File: config.mk
export PLATFORM = sky130hd
export DESIGN_NAME = jts16_cabio
export DESIGN_NICKNAME = d
export VERILOG_FILES = /design/src/rtl/jts16_cabio.sv
export SDC_FILE = /design/constraint.sdc
export NUM_CORES = 1
export LEC_CHECK = 0
export ABC_CLOCK_PERIOD_IN_PS = 2600
export BUFFER_PORTS_ARGS = -buffer_cell sky130_fd_sc_hd__buf_2
export CAP_MARGIN = 20
export CORE_UTILIZATION = 49
export DETAILED_ROUTE_END_ITERATION = 10
export PLACE_DENSITY = 0.87
export SLEW_MARGIN = 15
export SYNTH_ARGS = -nofsm -noshare
export SYNTH_HDL_FRONTEND = slang
export SYNTH_SLANG_ARGS = --single-unit
File: constraint.sdc
create_clock -name clk -period 2.6 [get_ports clk]
set_clock_uncertainty 0.05 [all_clocks]
set_input_delay 0.13 -clock clk [delete_from_list [all_inputs] [get_ports clk]]
set_output_delay 0.13 -clock clk [all_outputs]
set_load 0.005 [all_outputs]
File: src/rtl/jts16_cabio.sv
// jts16_cabio: System 16 cabinet I/O read port.
// Serves the cabinet region of the main CPU I/O map: system inputs, joysticks
// (standard, scanned multi-player or analog) and both DIP banks. The read data
// is registered one clock after the chip select is sampled.
// Optional build feature: define JTS16_COIN_LATCH_EN to turn the coin bits into
// sticky latches that remember short coin pulses until a system-port read.
module jts16_cabio #(
    parameter int PLAYERS = 2,
    parameter int ANACH   = 2
)(
    input  logic                   clk,
    input  logic                   rst_n,
    input  logic                   io_cs,
    input  logic [3:0]             addr,
    input  logic [1:0]             mode,
    input  logic                   ana_neg,
    input  logic [8*PLAYERS-1:0]   joystick,
    input  logic [16*ANACH-1:0]    joyana,
    input  logic [PLAYERS-1:0]     start_button,
    input  logic [1:0]             coin_input,
    input  logic                   service,
    input  logic                   dip_test,
    input  logic [7:0]             dipsw_a,
    input  logic [7:0]             dipsw_b,
    output logic [7:0]             dout,
    output logic [1:0]             scan_idx
);

    localparam logic [1:0] SCAN_MAX = 2'(PLAYERS - 1);
    localparam bit         MULTI    = (PLAYERS > 2);
    localparam bit         DUAL_ANA = (ANACH == 2);
    localparam logic [3:0] ADDR_SYS = 4'b0100;
    localparam logic [3:0] ADDR_P11 = 4'b0101;

    // Board wiring order of the joystick bits for standard/analog cabinets.
    function automatic logic [7:0] sort_joy(input logic [7:0] j);
        return {j[1:0], j[3:2], j[7], j[5:4], j[6]};
    endfunction

    // Board wiring order of the joystick bits on the scanned multi-player cabinet.
    function automatic logic [7:0] scan_joy(input logic [7:0] j);
        return {j[7:4], j[1:0], j[3:2]};
    endfunction

    // Analog byte: positive half as is, negative half as its two's complement.
    function automatic logic [7:0] ana_byte(input logic [15:0] a, input logic neg);
        logic [7:0] res;
        res = neg ? (~a[15:8] + 8'd1) : a[7:0];
        return res;
    endfunction

    logic       cs_last_r;
    logic       cs_rise_s;
    logic       cs_fall_s;
    logic [1:0] scan_r;
    logic [1:0] scan_nxt_s;
    logic [1:0] coin_s;
    logic [31:0] joy4_s;
    logic [31:0] ana2_s;
    logic [3:0]  start4_s;
    logic [7:0]  p1_sort_s;
    logic [7:0]  p2_sort_s;
    logic [7:0]  scan_sel_s;
    logic [7:0]  sys_s;
    logic [7:0]  rd_s;

    assign cs_rise_s = io_cs & ~cs_last_r;
    assign cs_fall_s = ~io_cs & cs_last_r;
    assign scan_idx  = scan_r;

`ifdef JTS16_COIN_LATCH_EN
    logic [1:0] coin_last_r;
    logic [1:0] coin_lat_r;
    logic [1:0] coin_pend_r;
    logic [1:0] coin_fall_s;
    logic       rd_sys_r;
    logic       sys_rise_s;
    logic       sys_act_s;
    logic       sys_clr_s;

    assign coin_fall_s = coin_last_r & ~coin_input;
    assign sys_rise_s  = cs_rise_s & (addr == ADDR_SYS);
    assign sys_act_s   = sys_rise_s | (rd_sys_r & io_cs);
    assign sys_clr_s   = rd_sys_r & cs_fall_s;
    assign coin_s      = ~coin_lat_r;

    // Sticky coin latches; edges seen during a system read are kept past its clear.
    always_ff @(posedge clk or negedge rst_n) begin
        if (!rst_n) begin
            coin_last_r <= 2'b11;
            coin_lat_r  <= 2'b00;
            coin_pend_r <= 2'b00;
            rd_sys_r    <= 1'b0;
        end else begin
            coin_last_r <= coin_input;
            if (sys_clr_s) begin
                coin_lat_r  <= coin_pend_r | coin_fall_s;
                coin_pend_r <= 2'b00;
                rd_sys_r    <= 1'b0;
            end else begin
                coin_lat_r  <= coin_lat_r | coin_fall_s;
                coin_pend_r <= sys_act_s ? (coin_pend_r | coin_fall_s) : coin_pend_r;
                rd_sys_r    <= sys_rise_s ? 1'b1 : rd_sys_r;
            end
        end
    end
`else
    assign coin_s = coin_input;
`endif

    // Pad player/analog inputs to the maximum count; absent players read as released.
    always_comb begin
        joy4_s   = 32'hFFFF_FFFF;
        start4_s = 4'hF;
        ana2_s   = 32'h0000_0000;
        for (int i = 0; i < PLAYERS; i++) begin
            joy4_s[8*i +: 8] = joystick[8*i +: 8];
            start4_s[i]      = start_button[i];
        end
        for (int k = 0; k < ANACH; k++) begin
            ana2_s[16*k +: 16] = joyana[16*k +: 16];
        end
    end

    // Scan counter update: clear on a system read, step on a scanned player read.
    always_comb begin
        scan_nxt_s = scan_r;
        if (cs_rise_s && (addr == ADDR_SYS)) begin
            scan_nxt_s = 2'd0;
        end else if (cs_rise_s && (addr == ADDR_P11) && (mode == 2'd1)) begin
            scan_nxt_s = (scan_r == SCAN_MAX) ? 2'd0 : scan_r + 2'd1;
        end else begin
            scan_nxt_s = scan_r;
        end
    end

    // Read data mux; the player lookup uses the already-updated scan counter.
    always_comb begin
        p1_sort_s = sort_joy(joy4_s[7:0]);
        p2_sort_s = sort_joy(joy4_s[15:8]);
        case (scan_nxt_s)
            2'd0:    scan_sel_s = scan_joy(joy4_s[7:0]);
            2'd1:    scan_sel_s = scan_joy(joy4_s[15:8]);
            2'd2:    scan_sel_s = scan_joy(joy4_s[23:16]);
            2'd3:    scan_sel_s = scan_joy(joy4_s[31:24]);
            default: scan_sel_s = 8'hFF;
        endcase
        sys_s = {2'b11, start4_s[1:0], service, dip_test, coin_s};
        if (MULTI && (mode == 2'd1)) begin
            sys_s[7:6] = start4_s[3:2];
        end else begin
            sys_s[7:6] = 2'b11;
        end
        rd_s = 8'hFF;
        case (addr[3:2])
            2'd0: rd_s = 8'hFF;
            2'd1: begin
                case (addr[1:0])
                    2'd0: rd_s = sys_s;
                    2'd1: begin
                        case (mode)
                            2'd1:    rd_s = scan_sel_s;
                            2'd2:    rd_s = ana_byte(ana2_s[15:0], ana_neg);
                            default: rd_s = p1_sort_s;
                        endcase
                    end
                    2'd2:    rd_s = (mode == 2'd2) ? {p2_sort_s[7:4], p1_sort_s[7:4]} : 8'hFF;
                    2'd3:    rd_s = (DUAL_ANA && (mode == 2'd2)) ?
                                    ana_byte(ana2_s[31:16], ana_neg) : p2_sort_s;
                    default: rd_s = 8'hFF;
                endcase
            end
            2'd2:    rd_s = addr[0] ? dipsw_b : dipsw_a;
            default: rd_s = 8'hFF;
        endcase
    end

    // Chip-select history, scan counter and registered read data.
    always_ff @(posedge clk or negedge rst_n) begin
        if (!rst_n) begin
            cs_last_r <= 1'b0;
            scan_r    <= 2'd0;
            dout      <= 8'hFF;
        end else begin
            cs_last_r <= io_cs;
            scan_r    <= scan_nxt_s;
            dout      <= io_cs ? rd_s : 8'hFF;
        end
    end

endmodule

# [Word level (Yosys, flattened, before mapping)]
# Cells that the tools add are included.
[word_totals] input_bits=80 romBits=0 latch_bits=0 ramBits=0 n_memories=0 elab_cells=42 ff_bits=11
[op_classes] shift=0 n_mux=13 div_mod_pow=0 eq_ne=13 magnitude_cmp=0 add_sub_neg=3 reduce_logical=6 bitwise_logic=4 multipliers=0
[op_table] operator="2-to-1 mux 8 bit" count=6
[op_table] operator="case mux 8 bit (2 select lines)" count=2
[op_table] operator="case mux 8 bit (4 select lines)" count=1
[op_table] operator="case mux 8 bit (3 select lines)" count=1
[op_table] operator="adder 8 x 1 -> 8 bit, second input constant" count=2
[op_table] operator="NOT 8 bit" count=2
[op_table] operator="equality test 2 bit, second input constant" count=6
[op_table] operator="equality test 2 x 1 -> 1 bit, second input constant" count=5
[op_table] operator="equality test 4 x 3 -> 1 bit, second input constant" count=2
[op_table] operator="2-to-1 mux 2 bit" count=3
[op_table] operator="logical NOT 2 bit" count=2
[op_table] operator="logical AND 1 bit" count=3
[op_table] operator="adder 2 x 1 -> 2 bit, second input constant" count=1
[op_table] operator="OR reduction 2 bit" count=1
[op_table] operator="bitwise AND 1 bit" count=1
[op_table] operator="NOT 1 bit" count=1

# [Logic depth before layout (Yosys ltp)]
# Gate-level depths: netlist of the first run.
[depth] depth_word=13 depth_mapped=8 mapped_depth_nobuf=7

# [Least setup slack after synthesis of the first run]
# No wires, ideal clock.
[synth_path] path_kind="input -> register" startpoint="input addr[3]" endpoint="register dout[6]" t_required_ps=2456 path_buffers=0 path_stages=7 setup_time_ps=94 arrival_ps=1626 setup_slack_ps=830 path_cell_list="inv_1 ha_1 and4bb_2 o21ai_0 a32oi_1 o221a_2 or4b_1"
[synth_via] elab_chain_cells=12
[synth_lines] item="start, declared" line="14" source="input logic [3:0] addr,"
[synth_lines] item="equality test 4 x 3 -> 1 bit" line="130" source="end else if (cs_rise_s && (addr == ADDR_P11) && (mode == 2'd1)) begin"
[synth_lines] item="logical AND 1 bit (2 in series)" line="130"
[synth_lines] item="2-to-1 mux 2 bit" line="130"
[synth_lines] item="2-to-1 mux 2 bit" line="128" source="if (cs_rise_s && (addr == ADDR_SYS)) begin"
[synth_lines] item="equality test 2 bit" line="141" source="case (scan_nxt_s)"
[synth_lines] item="OR reduction 2 bit (no source line)"
[synth_lines] item="case mux 8 bit (3 select lines)" line="141"
[synth_lines] item="case mux 8 bit (2 select lines)" line="161" source="case (mode)"
[synth_lines] item="case mux 8 bit (4 select lines)" line="158" source="case (addr[1:0])"
[synth_lines] item="case mux 8 bit (2 select lines) (*)" line="155" source="case (addr[3:2])"
[synth_lines] item="2-to-1 mux 8 bit (*)" line="187" source="dout <= io_cs ? rd_s : 8'hFF;"
[synth_lines] item="end signal, assigned" line="187"
[synth_lines] item="end, declared" line="25" source="output logic [7:0] dout,"
# Mark *: on every way between the ends. The rest lies on a longest branch, timed or not.

# [Final worst setup path of the first run]
[layout_path] startpoint="input io_cs" endpoint="register dout[6]"
[layout_via] elab_chain_cells=12
[layout_lines] item="start, declared" line="13" source="input logic io_cs,"
[layout_lines] item="bitwise AND 1 bit" line="67" source="assign cs_rise_s = io_cs & ~cs_last_r;"
[layout_lines] item="logical AND 1 bit (2 in series)" line="130"
[layout_lines] item="2-to-1 mux 2 bit" line="130"
[layout_lines] item="2-to-1 mux 2 bit" line="128"
[layout_lines] item="equality test 2 bit" line="141"
[layout_lines] item="OR reduction 2 bit (no source line)"
[layout_lines] item="case mux 8 bit (3 select lines)" line="141"
[layout_lines] item="case mux 8 bit (2 select lines)" line="161"
[layout_lines] item="case mux 8 bit (4 select lines)" line="158"
[layout_lines] item="case mux 8 bit (2 select lines)" line="155"
[layout_lines] item="2-to-1 mux 8 bit (*)" line="187"
# Marked as above.

==> results.json, run 1 <==
{
  "setup_viol": 0,
  "async_flop_share_pct": 100,
  "postCtsSetupBuffers": 0,
  "slowest_delay_ns": 0.53,
  "netlist_instances": 222,
  "wl_per_cell_um": 14.7,
  "layout.nets": 393,
  "vias": 2087,
  "h-tree-depth": 1,
  "ys_top_cells_by_area": "dfstp_2, o21ai_0, mux2_2, nor2_1, a21oi_1",
  "clkLatencyLatePin_ns": 0.26,
  "endpoint_kind": "flip-flop",
  "path_class": "in2reg",
  "synth_common_cells": "nor2_1, o21ai_0, a21oi_1, inv_1, mux2_2",
  "final_core_util_pct": 68.4,
  "wirelength_met1_mm": 2.08,
  "maxCapViolCount": 0,
  "core_area_mm2": 0.00313,
  "finalHoldViolations": 0,
  "numCtsBuffers": 3,
  "critical-path-top-delay-family": "simple AND/OR/NAND/NOR gates",
  "layout-drive-gt1-share_pct": 39.2,
  "syn_avg_cell_area_um2": 7.40,
  "fmax_mhz": 474,
  "rsz0062_at_grt": "false",
  "status": "complete, but fails checks",
  "grt_pass1_wl_mm": 8.10,
  "die_h_um": 59.9,
  "grt_max_degree": 27,
  "syn_area_mm2": 0.00164,
  "synth_edf_count": 0,
  "num_rows": 20,
  "drc": 2,
  "final_antenna_net_count": 0,
  "synth_seq_cells": 11,
  "cts_buffer_depth": 2,
  "cp_num_buf_inv": 2,
  "synth.distinct_cells": 55,
  "top_layer": "met4",
  "dr_wl_met2_mm": 2.43,
  "dieArea_mm2": 0.00359,
  "hold_path_class": "in2reg",
  "initial_utilization_pct": 52.5,
  "cp_data_arrival_time_ns": 2.24,
  "grt_pass1_vias": 1806,
  "yosysWarningCount": 0,
  "yosysSeqAreaShare_pct": 17.4,
  "gp_congestion": 1.00,
  "die_w_um": 59.9,
  "tns_ns": 0,
  "io_buffers": 89,
  "violations": "DRC",
  "period_needed_ns": 2.11,
  "synth-xor-area-share_pct": 4.80,
  "synthFlopType": "dfstp_2",
  "powerDensity_mw_per_mm2": 275,
  "drt_first_pass_iters": 9,
  "drt-initial-drc-count": 156,
  "post-synth-top-count-cell": "nor2_1",
  "synth-adder-area-share_pct": 4.57,
  "p_total_mw": 0.589,
  "vias_per_cell": 5.96,
  "syn_nets": 308,
  "crit_fanout": 8,
  "post_dp_cell_area_mm2": 0.00209,
  "startpoint_type": "input pin",
  "clock_sinks": 11,
  "antenna_found_initial": 0,
  "cts_tree": "yes",
  "synth_mux_area_share_pct": 9.37,
  "synth_top_area_share_pct": 12.8,
  "crit_chain": "dlygate4sd3_1, buf_2, and4bb_2, o21ai_0, a32oi_1, o221a_2, or4b_1",
  "diodes": 0,
  "synth_compound_area_share_pct": 31.5,
  "hold_buffers": 2,
  "cts_root_buffer": "clkbuf_4",
  "wl_mm": 5.13,
  "path_clk_slew_ns": 0.08,
  "ios": 90,
  "timing.slew.headroom_pct": 52.3,
  "timing.final.crit_share_pct": 81.1,
  "postLayoutCellArea_mm2": 0.00214,
  "leakagePower_nw": 0.958,
  "route.met3.wl_um": 504,
  "maxSlewViolCount": 0,
  "slowest_stage": "dlygate4sd3_1",
  "critPathRequiredTime_ns": 2.73,
  "grt_overflow": 0,
  "ir_worst_vdd_mv": 0.176,
  "yosysTopAreaCell": "dfstp_2",
  "synth_top_family_by_area": "compound AO/OA/AOI/OAI gates",
  "yosys.area_share.simple_pct": 24.9,
  "track_usage_pct": 29.9,
  "ctsResizeCount": 0,
  "tightest_slew_ns": 0.715,
  "hpwlAfterDp_mm": 4.20,
  "layout-area-overhead-vs-synth_pct": 30.2
}
==> tightest hold or removal path, delay by kind of cell <==
| kind | cells | cell delay [ns] |
|---|---|---|
| AOI/OAI and AO/OA | 1 | 0.09 |
| buffers and inverters | 1 | 0.11 |
| and+or+nand+nor | 1 | 0.09 |
==> final timing paths <==
path,slack [ns],to,startpoint,cells past startpoint
setup / recovery,0.49,dout[6],io_cs,7
hold / removal,0.11,dout[0],joystick[10],3
setup reg to reg,0.57,dout[1],cs_last_r,5
hold reg to reg,0.56,scan_idx[0],scan_idx[0],1
max in group asynchronous,2.03,dout[5],rst_n,2
min in group asynchronous,0.22,scan_idx[1],rst_n,2
==> flip-flops by register name, summed over array words and instances (netlist names) <==
signal and cells:
cs_last_r 1, dout 8, scan_idx 2
==> cells in the final DEF, fill, tap and decap left out, types with 2 or more instances in the layout <==
cell type	Yosys	routed
buf_2	2	89
nor2_1	28	28
o21ai_0	25	25
a21oi_1	19	19
inv_1	13	13
mux2_2	11	11
dfstp_2	8	8
nand2b_1	6	6
nand2_1	6	6
xnor2_1	6	6
ha_1	6	6
nor2b_1	5	5
nor3_1	5	5
nand3b_1	4	4
o221ai_1	4	4
nor3b_1	4	4
a211oi_1	4	4
o2111ai_1	3	3
nand3_1	3	3
mux2i_1	3	3
or3_1	3	3
xor2_1	3	3
o22ai_1	3	3
clkbuf_4	0	3
dfrtp_1	3	3
buf_4	3	3
or4_1	2	2
o211ai_1	2	2
a2111oi_0	2	2
o31ai_1	2	2
a31oi_1	2	2
o41ai_1	2	2
dlygate4sd3_1	0	2
==> layer usage <==
metal / GRT usage [%] / vias to the layer above
met5: 0 / -
met2: 51.3 / 132
li1: - / 1000
met3: 2.81 / 14
met4: 8.64 / 0
met1: 39.5 / 941
==> area by class of cell <==
class | instances | area, um2
clock inverter | 1 | 5.00
clock buffer | 3 | 22.5
timing repair buffer | 94 | 488
multi-input combinational | 184 | 1230
fill | 290 | 988
inverter | 13 | 48.8
sequential | 11 | 285
tap | 44 | 55.1
==> metrics by stage <==
stage / cells / setup WS (ns) / hold slack (ns)
after floorplan: 222 / 0.830 / -0.216
after CTS: 350 / 0.527 / 0.114
after global routing: 350 / 0.334 / 0.119
after global placement: 344 / 0.627 / -0.0493
final: 350 / 0.492 / 0.111
after detailed placement: 344 / 0.579 / -0.0470
==> cell families after synthesis <==
logic type,after synthesis
AOI/OAI and AO/OA,80
xor gates and xnor gates,9
DFF,11
and+or+nand+nor,75
adders and majority gates,6
muxes,14
buffers and inverters,27
==> power breakdown <==
| group | internal, mW | switching [mW] | total (mW) |
|---|---|---|---|
| clock | 0.0567 | 0.0572 | 0.114 |
| sequential | 0.191 | 0.00589 | 0.197 |
| combinational | 0.128 | 0.149 | 0.278 |
| total | 0.376 | 0.212 | 0.589 |
Note: power is estimated with default switching activity, not from simulation.
==> inputs of run 2 (changes only) <==
--- a/config.mk
+++ b/config.mk
@@ -5,12 +5,12 @@
 export SDC_FILE = /design/constraint.sdc
 export NUM_CORES = 1
 export LEC_CHECK = 0
-export ABC_CLOCK_PERIOD_IN_PS = 2600
+export ABC_CLOCK_PERIOD_IN_PS = 1960
 export BUFFER_PORTS_ARGS = -buffer_cell sky130_fd_sc_hd__buf_2
 export CAP_MARGIN = 20
-export CORE_UTILIZATION = 49
+export CORE_UTILIZATION = 45
 export DETAILED_ROUTE_END_ITERATION = 10
-export PLACE_DENSITY = 0.87
+export PLACE_DENSITY = 0.81
 export SLEW_MARGIN = 15
 export SYNTH_ARGS = -nofsm -noshare
 export SYNTH_HDL_FRONTEND = slang
==> constraint.sdc (replaced) <==
create_clock -name clk -period 1.96 [get_ports clk]
set_clock_uncertainty 0.05 [all_clocks]
set_input_delay 0.098 -clock clk [delete_from_list [all_inputs] [get_ports clk]]
set_output_delay 0.098 -clock clk [all_outputs]
set_load 0.005 [all_outputs]
==> results.json, run 2 (synthesis results as in run 1) <==
{
  "rr_startpoint": "cs_last_r",
  "crit_chain": "dlygate4sd3_1, buf_2, and4bb_2, o21ai_1, a32oi_2, o221a_2, or4b_1",
  "path_class": "in2reg",
  "grt_pass1_vias": 1985,
  "p_switching_mw": 0.290,
  "drt_first_pass_iters": 4,
  "track_usage_pct": 28.3,
  "cp_data_arrival_time_ns": 2.11,
  "top_register": "dout",
  "crit_path_end": "dout[6]",
  "intPower_mw": 0.520,
  "maxSlewViolCount": 0,
  "clkLatencyLatePin_ns": 0.27,
  "most-common-layout-cells": "buf_2, nor2_1, o21ai_0",
  "dieArea_mm2": 0.00390,
  "worstSetupStartpoint": "io_cs",
  "hpwlAfterDp_mm": 4.38,
  "wl_mm": 5.44,
  "cts_tree": "yes",
  "worst_slack_ns": -0.00666,
  "pwr-share-comb_pct": 48.5,
  "grt_max_degree": 25,
  "status": "complete, but fails checks",
  "diodes": 0,
  "die_w_um": 62.4,
  "clkPwrFrac_pct": 19.2,
  "pre_cts_ws_ns": 0.0693,
  "period_needed_ns": 1.97,
  "gp_congestion": 0.908,
  "grt_overflow": 0,
  "layout-drive-gt1-share_pct": 41.3,
  "antenna_found_initial": 0,
  "clock_sinks": 11,
  "startpoint_type": "input pin",
  "initial_utilization_pct": 48.1,
  "slowest_stage": "dlygate4sd3_1",
  "violations": "setup timing",
  "critPathRequiredTime_ns": 2.10,
  "maxCapViolCount": 0,
  "ios": 90,
  "tightest_slew_ns": 0.469,
  "endpoint_kind": "flip-flop",
  "largest_reg_flops": 8,
  "whs_ns": 0.0686,
  "leakagePower_nw": 1.01,
  "fmax_mhz": 508,
  "switching_share_pct": 35.8,
  "path_clk_slew_ns": 0.07,
  "drt-initial-drc-count": 113,
  "finalHoldViolations": 0,
  "die_h_um": 62.4,
  "setup_viol": 1,
  "final_antenna_net_count": 0,
  "vias": 2094,
  "wl_per_cell_um": 15.0,
  "ir_worst_vdd_mv": 0.174,
  "sequentialPowerShare_pct": 32.3,
  "core_area_mm2": 0.00342,
  "timing.slew.headroom_pct": 67.9,
  "numCtsBuffers": 3,
  "final_common_cell": "buf_2",
  "num_rows": 21,
  "cts_buffer_depth": 2,
  "timing.final.crit_share_pct": 100,
  "layout.nets": 404,
  "hold_path_class": "in2reg",
  "drc": 0,
  "layout-area-overhead-vs-synth_pct": 35.8,
  "crit_fanout": 5,
  "h-tree-depth": 1,
  "powerDensity_mw_per_mm2": 363,
  "rr_endpoint": "dout[6]",
  "regToRegSetupSlack_ns": 0.14,
  "slowest_delay_ns": 0.53,
  "reg2reg_depth": 5,
  "cts_root_buffer": "clkbuf_4",
  "hold_depth": 3,
  "grt_pass1_wl_mm": 8.87,
  "vias_per_cell": 5.77,
  "io_buffers": 89
}
==> run 2: how the worst min path moves through the flow <==
stage                  from     endpoint
5_1_grt        joystick[15]      dout[7]
3_5_place_dp          rst_n    cs_last_r
3_3_place_gp          rst_n  scan_idx[1]
2_1_floorplan         rst_n    cs_last_r
6_report       joystick[15]      dout[7]
4_1_cts        joystick[15]      dout[7]
==> run 2: layer usage <==
| metal | vias up | routed length [um] | GRT usage [%] |
|---|---|---|---|
| met4 | 0 | 63 | 8.14 |
| met5 | - | 0 | 0 |
| met2 | 100 | 2820 | 51.4 |
| met1 | 962 | 2180 | 34.7 |
| met3 | 8 | 377 | 3.65 |
| li1 | 1024 | - | - |
==> run 2: power groups by stage <==
stage	Sequential (mW)	Clock [mW]	Combinational, mW
2_1_floorplan	0.267	0	0.200
3_3_place_gp	0.265	0	0.376
3_5_place_dp	0.265	0	0.380
4_1_cts	0.262	0.161	0.386
5_1_grt	0.263	0.174	0.434
6_report	0.262	0.156	0.393
==> run 2: through the flow <==
step           power (mW)  std cells  instance area (um2)  setup TNS (ns)  utilization, %
6_report            0.810        363                 2230        -0.00666            65.3
5_1_grt             0.871        363                 2230         -0.0505            65.3
4_1_cts             0.808        363                 2220               0            65.1
3_5_place_dp        0.646        357                 2180               0            63.7
3_3_place_gp        0.641        357                 2180               0            63.7
2_1_floorplan       0.467        222                 1640               0               -
==> run 2: final cells by class <==
type	count	area (um2)
tap	46	57.6
multi-input combinational	184	1240
inverter	13	48.8
timing repair buffer	105	571
clock buffer	4	26.3
sequential	11	285
fill	327	1180
==> run 2: worst max-delay path, delay by kind of cell <==
kind | cells | cell delay [ns]
buffers and inverters | 2 | 0.67
and+or+nand+nor | 2 | 0.75
AOI/OAI and AO/OA | 3 | 0.58
==> run 2: what timing repair did <==
action / 4_1_cts / 5_1_grt
hold buffers: 2 / 0
gates resized for setup: 0 / 2
endpoints found under the setup margin: 0 / 3
buffers inserted: 0 / 0
hold endpoints to repair: 12 / 0
==> inputs of run 3 (changes only) <==
--- a/config.mk
+++ b/config.mk
@@ -9,6 +9,7 @@
 export BUFFER_PORTS_ARGS = -buffer_cell sky130_fd_sc_hd__buf_2
 export CAP_MARGIN = 20
 export CORE_UTILIZATION = 45
+export CTS_BUF_LIST = sky130_fd_sc_hd__clkbuf_4 sky130_fd_sc_hd__clkbuf_8 sky130_fd_sc_hd__clkbuf_16
 export DETAILED_ROUTE_END_ITERATION = 10
 export PLACE_DENSITY = 0.81
 export SLEW_MARGIN = 15
==> results.json, run 3 (synthesis results as in run 1) <==
{
  "endpoint_kind": "flip-flop",
  "startpoint_type": "input pin",
  "cts_tree": "yes",
  "status": "complete, but fails checks",
  "min_to": "dout[7]",
  "maxSlewViolCount": 0,
  "final_core_util_pct": 65.4,
  "worst_slack_ns": -0.00463,
  "drt_first_pass_iters": 4,
  "cp_data_arrival_time_ns": 2.10,
  "initial_utilization_pct": 48.1,
  "layout.nets": 404,
  "tightest_slew_ns": 0.468,
  "wl_mm": 5.44,
  "final_antenna_net_count": 0,
  "clock_sinks": 11,
  "vias": 2084,
  "ir_worst_vdd_mv": 0.174,
  "critPathRequiredTime_ns": 2.10,
  "powerDensity_mw_per_mm2": 368,
  "violations": "setup timing",
  "grt_pass1_wl_mm": 8.88,
  "reg2reg_depth": 5,
  "hpwlAfterDp_mm": 4.38,
  "hp-start": "joystick[15]",
  "worstSetupStartpoint": "io_cs",
  "h-tree-depth": 1,
  "slowest_stage": "dlygate4sd3_1",
  "critical-path-top-delay-family": "simple AND/OR/NAND/NOR gates",
  "drt-initial-drc-count": 122,
  "final_common_cell": "buf_2",
  "clkLatencyLatePin_ns": 0.27,
  "layout-area-overhead-vs-synth_pct": 36.0,
  "numCtsBuffers": 3,
  "leakagePower_nw": 1.01,
  "p_switching_mw": 0.289,
  "tns_ns": -0.00463,
  "period_needed_ns": 1.96,
  "clkPwrFrac_pct": 20.5,
  "crit_fanout": 5,
  "pwr-share-comb_pct": 47.7,
  "grt_overflow": 0,
  "num_rows": 21,
  "gp_congestion": 0.908,
  "track_usage_pct": 28.4,
  "die_w_um": 62.4,
  "vias_per_cell": 5.74,
  "path_class": "in2reg",
  "dieArea_mm2": 0.00390,
  "cts_root_buffer": "clkbuf_4",
  "hold_path_class": "in2reg",
  "wl_per_cell_um": 15.0,
  "crit_chain": "dlygate4sd3_1, buf_2, and4bb_2, o21ai_1, a32oi_2, o221a_2, or4b_1",
  "largest_reg_flops": 8,
  "io_buffers": 89,
  "drc": 0,
  "core_area_mm2": 0.00342,
  "rr_endpoint": "dout[6]",
  "timing.final.crit_share_pct": 100,
  "maxCapViolCount": 0,
  "top_register": "dout",
  "grt_max_degree": 25,
  "intPower_mw": 0.534,
  "cp_num_buf_inv": 2,
  "antenna_found_initial": 0,
  "rr_startpoint": "cs_last_r",
  "postCtsSetupBuffers": 0,
  "die_h_um": 62.4,
  "most-common-layout-cells": "buf_2, nor2_1, o21ai_0",
  "ios": 90,
  "slowest_delay_ns": 0.53,
  "timing.slew.headroom_pct": 67.9,
  "hold_depth": 3,
  "layout-drive-gt1-share_pct": 41.6,
  "finalHoldViolations": 0,
  "sequentialPowerShare_pct": 31.8,
  "cts_buffer_depth": 2,
  "switching_share_pct": 35.1,
  "regToRegSetupSlack_ns": 0.14,
  "pre_cts_ws_ns": 0.0693,
  "diodes": 0,
  "fmax_mhz": 509,
  "path_clk_slew_ns": 0.06,
  "setup_viol": 1,
  "grt_pass1_vias": 1987
}
-- run 3: cell counts in the layout (fill, tap and decap cells not counted) --
No cell type changed its count.
-- run 3: worst max path at each step --
| stage | to | slack [ns] | depth (start not counted) |
|---|---|---|---|
| 2_1_floorplan | dout[6] | 0.20 | 4 |
| 3_3_place_gp | dout[6] | 0.08 | 7 |
| 3_5_place_dp | dout[6] | 0.07 | 8 |
| 4_1_cts | dout[6] | 0.03 | 7 |
| 5_1_grt | dout[6] | -0.05 | 7 |
| 6_report | dout[6] | -0.005 | 7 |
-- run 3: layout make-up --
cell class | count | area (um2)
Multi-Input combinational cell | 184 | 1240
Fill cell | 329 | 1180
Timing Repair Buffer | 105 | 571
Sequential cell | 11 | 285
Tap cell | 46 | 57.6
Inverter | 13 | 48.8
Clock buffer | 4 | 30.0
-- run 3: tightest hold or removal path, delay by kind of cell --
family / cells / cell delay [ns]
buf+inv: 1 / 0.10
simple gates: 1 / 0.08
compound gates: 1 / 0.07
-- run 3: metal layers --
| metal | vias to the layer above | track usage (%) | wire, um |
|---|---|---|---|
| met1 | 953 | 34.8 | 2150 |
| met5 | - | 0 | 0 |
| li1 | 1022 | - | - |
| met3 | 8 | 3.65 | 398 |
| met4 | 0 | 8.14 | 63 |
| met2 | 101 | 51.4 | 2830 |
-- run 3: stage by stage --
step | cells | total power, mW | instance area, um2 | hold slack (ns)
floorplan | 222 | 0.467 | 1640 | -0.248
global placement | 357 | 0.641 | 2180 | -0.0756
detailed placement | 357 | 0.646 | 2180 | -0.0741
CTS | 363 | 0.823 | 2230 | 0.0583
global route | 363 | 0.886 | 2230 | 0.0800
finish | 363 | 0.823 | 2230 | 0.0671
-- run 3: repair_timing --
action / in CTS / in global routing
resized for setup: 0 / 2
hold buffers: 2 / 0
endpoints found under the hold margin: 12 / 0
endpoints found under the setup margin: 0 / 3
-- run 3: power groups by stage --
stage               Sequential (mW)  Combinational [mW]  Clock (mW)
detailed placement            0.265               0.380           0
global placement              0.265               0.376           0
floorplan                     0.267               0.200           0
CTS                           0.262               0.386       0.176
global route                  0.263               0.434       0.190
finish                        0.262               0.393       0.169
